## config.mk

```make
export PLATFORM = sky130hd
export DESIGN_NAME = uart_tx_arbiter_flat
export DESIGN_NICKNAME = d
export VERILOG_FILES = /design/src/rtl/uart_pkg.sv /design/src/rtl/uart_tx_arbiter_if.sv /design/src/rtl/uart_rr_pick.sv /design/src/rtl/uart_tx_arbiter.sv /design/src/flat_wrapper.sv
export SDC_FILE = /design/constraint.sdc
export NUM_CORES = 1
export LEC_CHECK = 0
export CAP_MARGIN = 10
export CORE_ASPECT_RATIO = 1.25
export CORE_UTILIZATION = 40
export DETAILED_ROUTE_END_ITERATION = 10
export HOLD_SLACK_MARGIN = 0.02
export PLACE_DENSITY = 0.69
export SETUP_SLACK_MARGIN = 0.2
export SLEW_MARGIN = 40
export SYNTH_ARGS = -nofsm -noshare
export SYNTH_HDL_FRONTEND = slang
export SYNTH_HIERARCHICAL = 1
export SYNTH_SLANG_ARGS = --single-unit
```

## constraint.sdc

```tcl
create_clock -name clk -period 6.1 [get_ports clk]
set_input_delay 0.61 -clock clk [delete_from_list [all_inputs] [get_ports clk]]
set_output_delay 0.61 -clock clk [all_outputs]
set_load 0.01 [all_outputs]
```

## src/rtl/uart_pkg.sv

```systemverilog
// Shared definitions for the UART transmit-side blocks.
//   - arbiter state encoding
//   - default sizing constants
//   - id_width(): bits needed to index n items (minimum 1)
package uart_pkg;

  localparam int unsigned NUM_REQ_DEF = 4;
  localparam int unsigned DATA_W_DEF  = 8;
  localparam int unsigned TIMEOUT_DEF = 64;

  typedef enum logic [1:0] {
    IDLE      = 2'd0,
    ISSUE     = 2'd1,
    WAIT_DONE = 2'd2,
    RELEASE   = 2'd3
  } arb_state_e;

  function automatic int unsigned id_width(input int unsigned n);
    return (n <= 2) ? 1 : $clog2(n);
  endfunction

endpackage

```

## src/rtl/uart_tx_arbiter_if.sv

```systemverilog
// Requester + UART handshake bundle for uart_tx_arbiter.
//   master : requesters/UART side (drives req, req_data, tx_busy, tx_done)
//   slave  : arbiter side (drives grant, done, err, active_id, busy, tx_start, tx_data)
interface uart_tx_arbiter_if
  import uart_pkg::*;
#(
  parameter int unsigned NUM_REQ = NUM_REQ_DEF,
  parameter int unsigned DATA_W  = DATA_W_DEF
);
  localparam int unsigned ID_W = id_width(NUM_REQ);

  logic [NUM_REQ-1:0]        req;
  logic [NUM_REQ*DATA_W-1:0] req_data;
  logic [NUM_REQ-1:0]        grant;
  logic [NUM_REQ-1:0]        done;
  logic                      err;
  logic [ID_W-1:0]           active_id;
  logic                      busy;
  logic                      tx_start;
  logic [DATA_W-1:0]         tx_data;
  logic                      tx_busy;
  logic                      tx_done;

  modport master (
    output req, req_data, tx_busy, tx_done,
    input  grant, done, err, active_id, busy, tx_start, tx_data
  );

  modport slave (
    input  req, req_data, tx_busy, tx_done,
    output grant, done, err, active_id, busy, tx_start, tx_data
  );

endinterface

```

## src/rtl/uart_rr_pick.sv

```systemverilog
// Combinational round-robin picker: first set req bit searching upward
// from ptr+1, wrapping modulo NUM_REQ.
//   req_i       : request vector
//   ptr_i       : id of the last winner
//   any_req_o   : at least one request present
//   winner_id_o : id of the winner (0 when none)
//   winner_oh_o : one-hot winner (0 when none)
module uart_rr_pick
  import uart_pkg::*;
#(
  parameter int unsigned NUM_REQ = NUM_REQ_DEF,
  localparam int unsigned ID_W   = id_width(NUM_REQ)
) (
  input  logic [NUM_REQ-1:0] req_i,
  input  logic [ID_W-1:0]    ptr_i,
  output logic               any_req_o,
  output logic [ID_W-1:0]    winner_id_o,
  output logic [NUM_REQ-1:0] winner_oh_o
);

  // Offset 1 is checked first and offset NUM_REQ (ptr itself) last.
  always_comb begin
    int unsigned     idx;
    logic [ID_W-1:0] idx_w;
    any_req_o   = 1'b0;
    winner_id_o = '0;
    winner_oh_o = '0;
    idx         = 0;
    idx_w       = '0;
    for (int unsigned k = 1; k <= NUM_REQ; k++) begin
      idx   = (32'(ptr_i) + k) % NUM_REQ;
      idx_w = ID_W'(idx);
      if (!any_req_o && req_i[idx_w]) begin
        any_req_o          = 1'b1;
        winner_id_o        = idx_w;
        winner_oh_o[idx_w] = 1'b1;
      end
    end
  end

endmodule

```

## src/rtl/uart_tx_arbiter.sv

```systemverilog
// Round-robin arbiter sharing one UART transmitter between NUM_REQ byte
// requesters, with a watchdog that aborts a transfer whose tx_done never comes.
//   clk : system clock, rising edge
//   rst : synchronous active-high reset
//   bus : requester/UART bundle (slave modport)
//         in : req, req_data, tx_busy, tx_done
//         out: grant, done, err, active_id, busy, tx_start, tx_data (all registered)
module uart_tx_arbiter
  import uart_pkg::*;
#(
  parameter int unsigned NUM_REQ = NUM_REQ_DEF,
  parameter int unsigned DATA_W  = DATA_W_DEF,
  parameter int unsigned TIMEOUT = TIMEOUT_DEF
) (
  input  logic             clk,
  input  logic             rst,
  uart_tx_arbiter_if.slave bus
);

  localparam int unsigned ID_W    = id_width(NUM_REQ);
  localparam int unsigned TIMER_W = id_width(TIMEOUT);

  arb_state_e          state_q, state_d;
  logic [ID_W-1:0]     ptr_q, ptr_d;
  logic [TIMER_W-1:0]  timer_q, timer_d;
  logic [NUM_REQ-1:0]  grant_q, grant_d;
  logic [NUM_REQ-1:0]  done_q, done_d;
  logic                err_q, err_d;
  logic                tx_start_q, tx_start_d;
  logic [DATA_W-1:0]   tx_data_q, tx_data_d;
  logic [ID_W-1:0]     active_id_q, active_id_d;
  logic                busy_q, busy_d;

  logic                pick_any;
  logic [ID_W-1:0]     pick_id;
  logic [NUM_REQ-1:0]  pick_oh;

  uart_rr_pick #(.NUM_REQ(NUM_REQ)) u_pick (
    .req_i       (bus.req),
    .ptr_i       (ptr_q),
    .any_req_o   (pick_any),
    .winner_id_o (pick_id),
    .winner_oh_o (pick_oh)
  );

  // State and output registers.
  always_ff @(posedge clk) begin
    if (rst) begin
      state_q     <= IDLE;
      ptr_q       <= ID_W'(NUM_REQ - 1);
      timer_q     <= '0;
      grant_q     <= '0;
      done_q      <= '0;
      err_q       <= 1'b0;
      tx_start_q  <= 1'b0;
      tx_data_q   <= '0;
      active_id_q <= '0;
      busy_q      <= 1'b0;
    end else begin
      state_q     <= state_d;
      ptr_q       <= ptr_d;
      timer_q     <= timer_d;
      grant_q     <= grant_d;
      done_q      <= done_d;
      err_q       <= err_d;
      tx_start_q  <= tx_start_d;
      tx_data_q   <= tx_data_d;
      active_id_q <= active_id_d;
      busy_q      <= busy_d;
    end
  end

  // Next-state and next-output logic; pulses default low every cycle.
  always_comb begin
    state_d     = state_q;
    ptr_d       = ptr_q;
    timer_d     = timer_q;
    grant_d     = '0;
    done_d      = '0;
    err_d       = 1'b0;
    tx_start_d  = 1'b0;
    tx_data_d   = tx_data_q;
    active_id_d = active_id_q;
    busy_d      = busy_q;

    unique case (state_q)
      IDLE: begin
        if (pick_any) begin
          grant_d     = pick_oh;
          active_id_d = pick_id;
          busy_d      = 1'b1;
          ptr_d       = pick_id;
          state_d     = ISSUE;
          // Constant-index mux keeps the byte select free of variable slicing.
          for (int unsigned i = 0; i < NUM_REQ; i++) begin
            if (pick_oh[i]) tx_data_d = bus.req_data[i*DATA_W +: DATA_W];
          end
        end
      end
      ISSUE: begin
        if (!bus.tx_busy) begin
          tx_start_d = 1'b1;
          timer_d    = '0;
          state_d    = WAIT_DONE;
        end
      end
      WAIT_DONE: begin
        timer_d = timer_q + TIMER_W'(1);
        // tx_done takes priority over a coincident timeout.
        if (bus.tx_done) begin
          done_d[active_id_q] = 1'b1;
          state_d             = RELEASE;
        end else if (timer_q == TIMER_W'(TIMEOUT - 1)) begin
          err_d   = 1'b1;
          state_d = RELEASE;
        end
      end
      RELEASE: begin
        busy_d  = 1'b0;
        state_d = IDLE;
      end
      default: state_d = IDLE;
    endcase
  end

  assign bus.grant     = grant_q;
  assign bus.done      = done_q;
  assign bus.err       = err_q;
  assign bus.tx_start  = tx_start_q;
  assign bus.tx_data   = tx_data_q;
  assign bus.active_id = active_id_q;
  assign bus.busy      = busy_q;

endmodule

```

## src/flat_wrapper.sv

```systemverilog
// flat-port wrapper written by rule: the top's interface ports become plain ports
module uart_tx_arbiter_flat import uart_pkg::*;
#(
  parameter int unsigned NUM_REQ = NUM_REQ_DEF,
  parameter int unsigned DATA_W  = DATA_W_DEF,
  parameter int unsigned TIMEOUT = TIMEOUT_DEF
)
  (clk, rst, bus_req, bus_req_data, bus_tx_busy, bus_tx_done, bus_grant, bus_done, bus_err, bus_active_id, bus_busy, bus_tx_start, bus_tx_data);
  uart_tx_arbiter_if #(.NUM_REQ(NUM_REQ), .DATA_W(DATA_W)) bus_i ();
  input  logic clk;
  input  logic rst;
  input wire logic [$bits(bus_i.req)-1:0] bus_req;
  input wire logic [$bits(bus_i.req_data)-1:0] bus_req_data;
  input wire logic [$bits(bus_i.tx_busy)-1:0] bus_tx_busy;
  input wire logic [$bits(bus_i.tx_done)-1:0] bus_tx_done;
  output wire logic [$bits(bus_i.grant)-1:0] bus_grant;
  output wire logic [$bits(bus_i.done)-1:0] bus_done;
  output wire logic [$bits(bus_i.err)-1:0] bus_err;
  output wire logic [$bits(bus_i.active_id)-1:0] bus_active_id;
  output wire logic [$bits(bus_i.busy)-1:0] bus_busy;
  output wire logic [$bits(bus_i.tx_start)-1:0] bus_tx_start;
  output wire logic [$bits(bus_i.tx_data)-1:0] bus_tx_data;
  assign bus_i.req = bus_req;
  assign bus_i.req_data = bus_req_data;
  assign bus_i.tx_busy = bus_tx_busy;
  assign bus_i.tx_done = bus_tx_done;
  assign bus_grant = bus_i.grant;
  assign bus_done = bus_i.done;
  assign bus_err = bus_i.err;
  assign bus_active_id = bus_i.active_id;
  assign bus_busy = bus_i.busy;
  assign bus_tx_start = bus_i.tx_start;
  assign bus_tx_data = bus_i.tx_data;
  uart_tx_arbiter #(.NUM_REQ(NUM_REQ), .DATA_W(DATA_W), .TIMEOUT(TIMEOUT)) u_core (.clk(clk), .rst(rst), .bus(bus_i));
endmodule
```

After elaboration in Yosys (flattened, before gate mapping)
Cells that the tools add are included.
- add/sub/neg operators: 5
- order comparisons: 10
- equality and inequality tests: 7
- muxes and demuxes: 45
- bitwise operators: 8
- reduce and logical (&&, ||, !) cells: 24
- operators with widths (cell ; count):
    8-bit 2-to-1 mux ; 4
    1-bit 2-to-1 mux ; 16
    2-bit 2-to-1 mux ; 8
    4-bit 2-to-1 mux ; 4
    2-bit by 3-bit < comparator with 1-bit output (second input constant) ; 5
    4-bit bitwise OR ; 3
    6-bit one-hot mux with 2 select lines ; 1
    1-bit demux with 2-bit select ; 5
    2-bit by 1-bit >= comparator with 1-bit output (second input constant) ; 5
    3-bit OR reduction ; 3
    1-bit binary-select mux with 2-bit select ; 4
    1-bit logical AND ; 8
    2-bit one-hot mux with 4 select lines ; 1
    6-bit by 1-bit adder with 6-bit output (second input constant) ; 1
    6-bit equality test (second input constant) ; 1
    6-bit 2-to-1 mux ; 1
    2-bit AND reduction ; 3
    3-bit AND reduction ; 2
    1-bit NOT ; 5
    2-bit by 1-bit adder with 2-bit output (second input constant) ; 2
    2-bit adder (second input constant) ; 2
    2-bit equality test (second input constant) ; 2
    2-bit nonzero test ; 2
    4-bit nonzero test ; 1
    other kinds (8) ; 10
- register bits: 31
- input bits: 40
- output and inout port bits: 21
- word-level logic and storage cells: 109

Longest topological paths before layout
- word-level depth: 17
- gate-level depth with buffers: 15
- mapped depth without buffers: 10

Cells and area by module
The synthesis kept the hierarchy.
- modules (own cells, without submodules) (module ; times used ; cells each ; area an instance (µm²) ; seq. area each (µm²)):
    uart_tx_arbiter ; 1 ; 168 ; 1519.0 ; 620.6
    uart_rr_pick ; 1 ; 85 ; 631.9 ; 0.0

Worst setup path before layout
OpenSTA, ideal clock, no wires.
- kind: flip-flop to flip-flop
- start point: register u_core.ptr_q[0]
- end point: register u_core.tx_data_q[5], in the netlist u_core/bus.tx_data[5]
- setup time: 134 ps
- arrival: 3047 ps
- required time: 5966 ps
- setup slack: 2920 ps
- cell stages (with the launch flop): 16
- buffers on the path: 5
- period minus slack after synthesis: 3180 ps
- cell sequence: dfxtp_1 buf_6 buf_2 inv_1 ha_1 clkbuf_1 inv_1 a31oi_1 o31ai_1 a2111o_1 buf_6 nor4_4 nor2_4 buf_6 nor2_1 a211oi_1
- cells in the longest elaborated chain, start to end: 16
- elaborated cells between the ends (all ways): 54
- those cells by class: 4 x add/sub; 8 x order compare; 27 x mux; 3 x bitwise; 12 x reduce/logical
- ends and longest elaborated chain (what ; line ; text):
    start, declared ; uart_tx_arbiter.sv:24 ; logic [ID_W-1:0] ptr_q, ptr_d;
    start signal, assigned ; uart_tx_arbiter.sv:50 ; ptr_q <= ID_W'(NUM_REQ - 1);
    start signal, assigned ; uart_tx_arbiter.sv:61 ; ptr_q <= ptr_d;
    parallel branches: the longest is 12 deep, another holds 2-bit by 3-bit < comparator with 1-bit output ; n/a ;
    4-bit 2-to-1 mux (*) ; uart_rr_pick.sv:33 ; if (!any_req_o && req_i[idx_w]) begin
    via u_core.pick_oh[1] ; uart_tx_arbiter.sv:36 ; logic [NUM_REQ-1:0] pick_oh;
    8-bit 2-to-1 mux (3 in a row) ; uart_tx_arbiter.sv:96 ; if (pick_oh[i]) tx_data_d = bus.req_data[i*DATA_W +: DATA_W];
    end signal, assigned ; uart_tx_arbiter.sv:67 ; tx_data_q <= tx_data_d;
    end, declared ; uart_tx_arbiter.sv:30 ; logic [DATA_W-1:0] tx_data_q, tx_data_d;
Mark *: on every way through the listed nets, which the timed path passes. The select of a mux whose other input is x is not followed.
A chain may end at the register's enable or synchronous reset.

Final worst setup path
- start point: register u_core.ptr_q[0]
- end point: register u_core.tx_data_q[4], in the netlist u_core/bus.tx_data[4]
- elaborated cells between the ends (all ways): 54
- those cells by class: 4 x add/sub; 8 x order compare; 27 x mux; 3 x bitwise; 12 x reduce/logical
- RTL lines (what ; line):
    parallel branches: the longest is 12 deep, another holds 2-bit by 3-bit < comparator with 1-bit output ; n/a
    4-bit 2-to-1 mux (*) ; uart_rr_pick.sv:33
    via u_core.pick_oh[2] ; uart_tx_arbiter.sv:36
    4-bit nonzero test (no source line) or 8-bit 2-to-1 mux (tied branches) ; n/a
    3-bit AND reduction (no source line) or 8-bit 2-to-1 mux (tied branches) ; n/a
Marked as above.

==> run metrics <==
status finished clean; Clock Power Share 13.3%; fin area 2810 sq um; DR DRC count 0; crit-path max FO 21; sequential area share after synthesis 28.9%; largest net degree at the start of global routing 23; global-route wire length before repair 8.42 mm; io pins 61; Min-Delay Path Class reg2reg; CP required 6280 ps; Lkg Pwr 1.07 nW; R2R Setup Slk 2440 ps; Min Hold Slack 483 ps; CTS buffer count 5; Area after DPL 2710 sq um; Via-to-Cell Ratio 5.63; Hold Path End u_core/bus.done[2]; grt met3 use 3.55%; setup TNS 0 ps; DP Worst Slack 2340 ps; Sw Ratio 45.1%; layout cells sized above 1 5.92%; synth warn 6; clock sinks 31; Worst-Skew Late Latency 280 ps; top cell type's share of synthesized area 28.9%; Syn Std Cell Area 2150 sq um; async set-reset flop share out of synthesis 0%; PD cells 473 nW/um^2; worst r2r dst u_core/bus.tx_data[4]; Crit Path Class reg2reg; Root Buffer clkbuf_8; Final period util 59.9%; Int Power 0.000731 W; NetSw 0.000600 W; fmax 273 MHz; Max H-tree Level 2; # fillers 468; gr usage total 19.0%; Final nets 357; Synth Net Count 307; IO buf count 60; Clock Skew 7.48 ps; Synth cell types 52; dpl hpwl 3.71 mm; Setup WS post-layout 2440 ps; Tmin final 3660 ps; antenna violations before repair 0; Iter 0 DRT Violations 169; postcts setup bufs 0; Hold Crit Start u_core/bus.active_id[0]; Post-CTS Hold Buffers 0; Critical Path Source Type flop; placer congestion estimate 0.843; final hold viol count 0; total grt overflow 0; post-route insts no fill 366; placed cell count 358; Top FF cell, synth dfxtp_1; Slew Limit Fails 0; diode count 0; post-synthesis cell count 253; Syn-to-layout area delta 30.8%; # rows 29; VDD IR max 0.236 mV; Comb power frac 62.7%; M1 GR Usage 21.2%; Max Root-Sink Buffers 2; Post-DRT Antenna Nets 0; CTS clk-pin slew, worst paths 60 ps; synth cell count leaders 31 x dfxtp_1, 25 x nand2_1, 23 x nor2_1; DIE HEIGHT 84.0 um; Avg WL per Cell 13.5 um; Synth area leader dfxtp_1; die area 5680 sq um; most common cell in the synthesized netlist dfxtp_1; WL final 4.93 mm; max-cap viol count 0; Slew HR 46.0%; CTS tree built; Worst R2R Start u_core/ptr_q[0]; multi-input logic area 1370 sq um; area of the core 5120 sq um; Die X 67.6 um; CP arrival 3830 ps; Least-Margin Pin Slew 807 ps; post-CTS sizing 0; 1st-pass router iterations 5; Synth area leaders dfxtp_1 29%, mux2i_1 8.8%, ha_1 8.1%; Hold Path Stages 1; #FFs+latches synth 31; crit end category flop; Seq pwr share 24.0%; number of flops mapped to enable cells by yosys 0; worst reg-to-reg path cell count 9; number of global-route vias before repair 2025; Mapped Avg Cell Area 8.50 sq um; register area 621 sq um; Starting Density 42.0%; met2 usage 33.1%; Vias 2059; Final setup viols 0; gr busiest metal met2; unrepaired setup endpoints after global routing false
[how the worst max path moves through the flow]
stage                     slack, ps       startpoint  depth (start not counted)                    end
after floorplan                2920  u_core/ptr_q[0]                         15  u_core/bus.tx_data[5]
after global placement         2390       bus_req[0]                          9  u_core/bus.tx_data[7]
after detailed placement       2340       bus_req[0]                          9  u_core/bus.tx_data[4]
after CTS                      2460  u_core/ptr_q[0]                          9  u_core/bus.tx_data[4]
after global routing           2030  u_core/ptr_q[0]                         10  u_core/bus.tx_data[6]
final                          2440  u_core/ptr_q[0]                          9  u_core/bus.tx_data[4]
[power by group through the flow]
stage / Clock, W / Combinational [W] / Sequential, W
after detailed placement: 0 / 0.000836 / 0.000323
final: 0.000178 / 0.000835 / 0.000319
after global placement: 0 / 0.000826 / 0.000323
after floorplan: 0 / 0.000690 / 0.000316
after CTS: 0.000184 / 0.000839 / 0.000320
after global routing: 0.000193 / 0.000929 / 0.000329
[final cells by class]
cell class / instances / area share (%)
flip-flops and latches: 31 / 22.1
repair buffers: 60 / 21.3
inverters: 12 / 1.60
well taps: 62 / 2.76
clock inverters: 1 / 0.267
clock buffers: 7 / 3.42
multi-input cells: 193 / 48.6
[per-layer routing]
metal,part of all wire (%),vias to the layer above,routed length [um]
met2,51,84,2520
met3,5.8,15,286
met4,2.7,0,132
met5,0,-,0
li1,-,1012,-
met1,40,948,1990
[metrics by stage]
step | utilization, % | power, W
after floorplan | - | 0.00101
after global routing | 55.0 | 0.00145
after global placement | 53.0 | 0.00115
after CTS | 55.0 | 0.00134
final | 55.0 | 0.00133
after detailed placement | 53.0 | 0.00116
[cell usage in the layout, fill, tap and decap left out, types with 4 or more instances in the layout]
cell type         n
nor3b_1           4
dfxtp_1          31
o31ai_1           4
inv_1            12
clkdlybuf4s50_1  60
and2_1            5
a211oi_1         10
o21ai_0          13
a31oi_1           5
mux2i_1          19
nor2_1           23
or3_1             5
a21oi_1          11
a2111o_1          4
nand4_1           6
ha_1             14
nand2b_1          4
nand2_1          25
nand3_1           6
clkbuf_8          7
[critical path, cell delays in order, from the launching register on]
cell	delay (ps)
dfxtp_1	800
inv_1	220
ha_1	540
inv_1	190
a31oi_1	330
o31ai_1	130
a2111o_1	580
nor4_4	390
nor2_4	130
a211oi_1	230
[flip-flops by register name (all words and copies together) (netlist names), 2 cells and up]
name / flops
u_core/state_q: 2
u_core/ptr_q: 2
u_core/bus.active_id: 2
u_core/bus.tx_data: 8
u_core/bus.grant: 4
u_core/bus.done: 4
u_core/timer_q: 6
[kinds of logic (layout without fill, tap and decap cells)]
group	after synthesis	after routing	share of synthesized area, %
mux	22	22	11.5
fa+ha+maj	14	14	8.14
buf+inv	29	80	7.62
flops	31	31	28.9
xor+xnor	3	3	1.22
simple gates	95	95	23.5
compound gates	59	59	19.2
No activity file was read; power rests on OpenSTA's default activity.
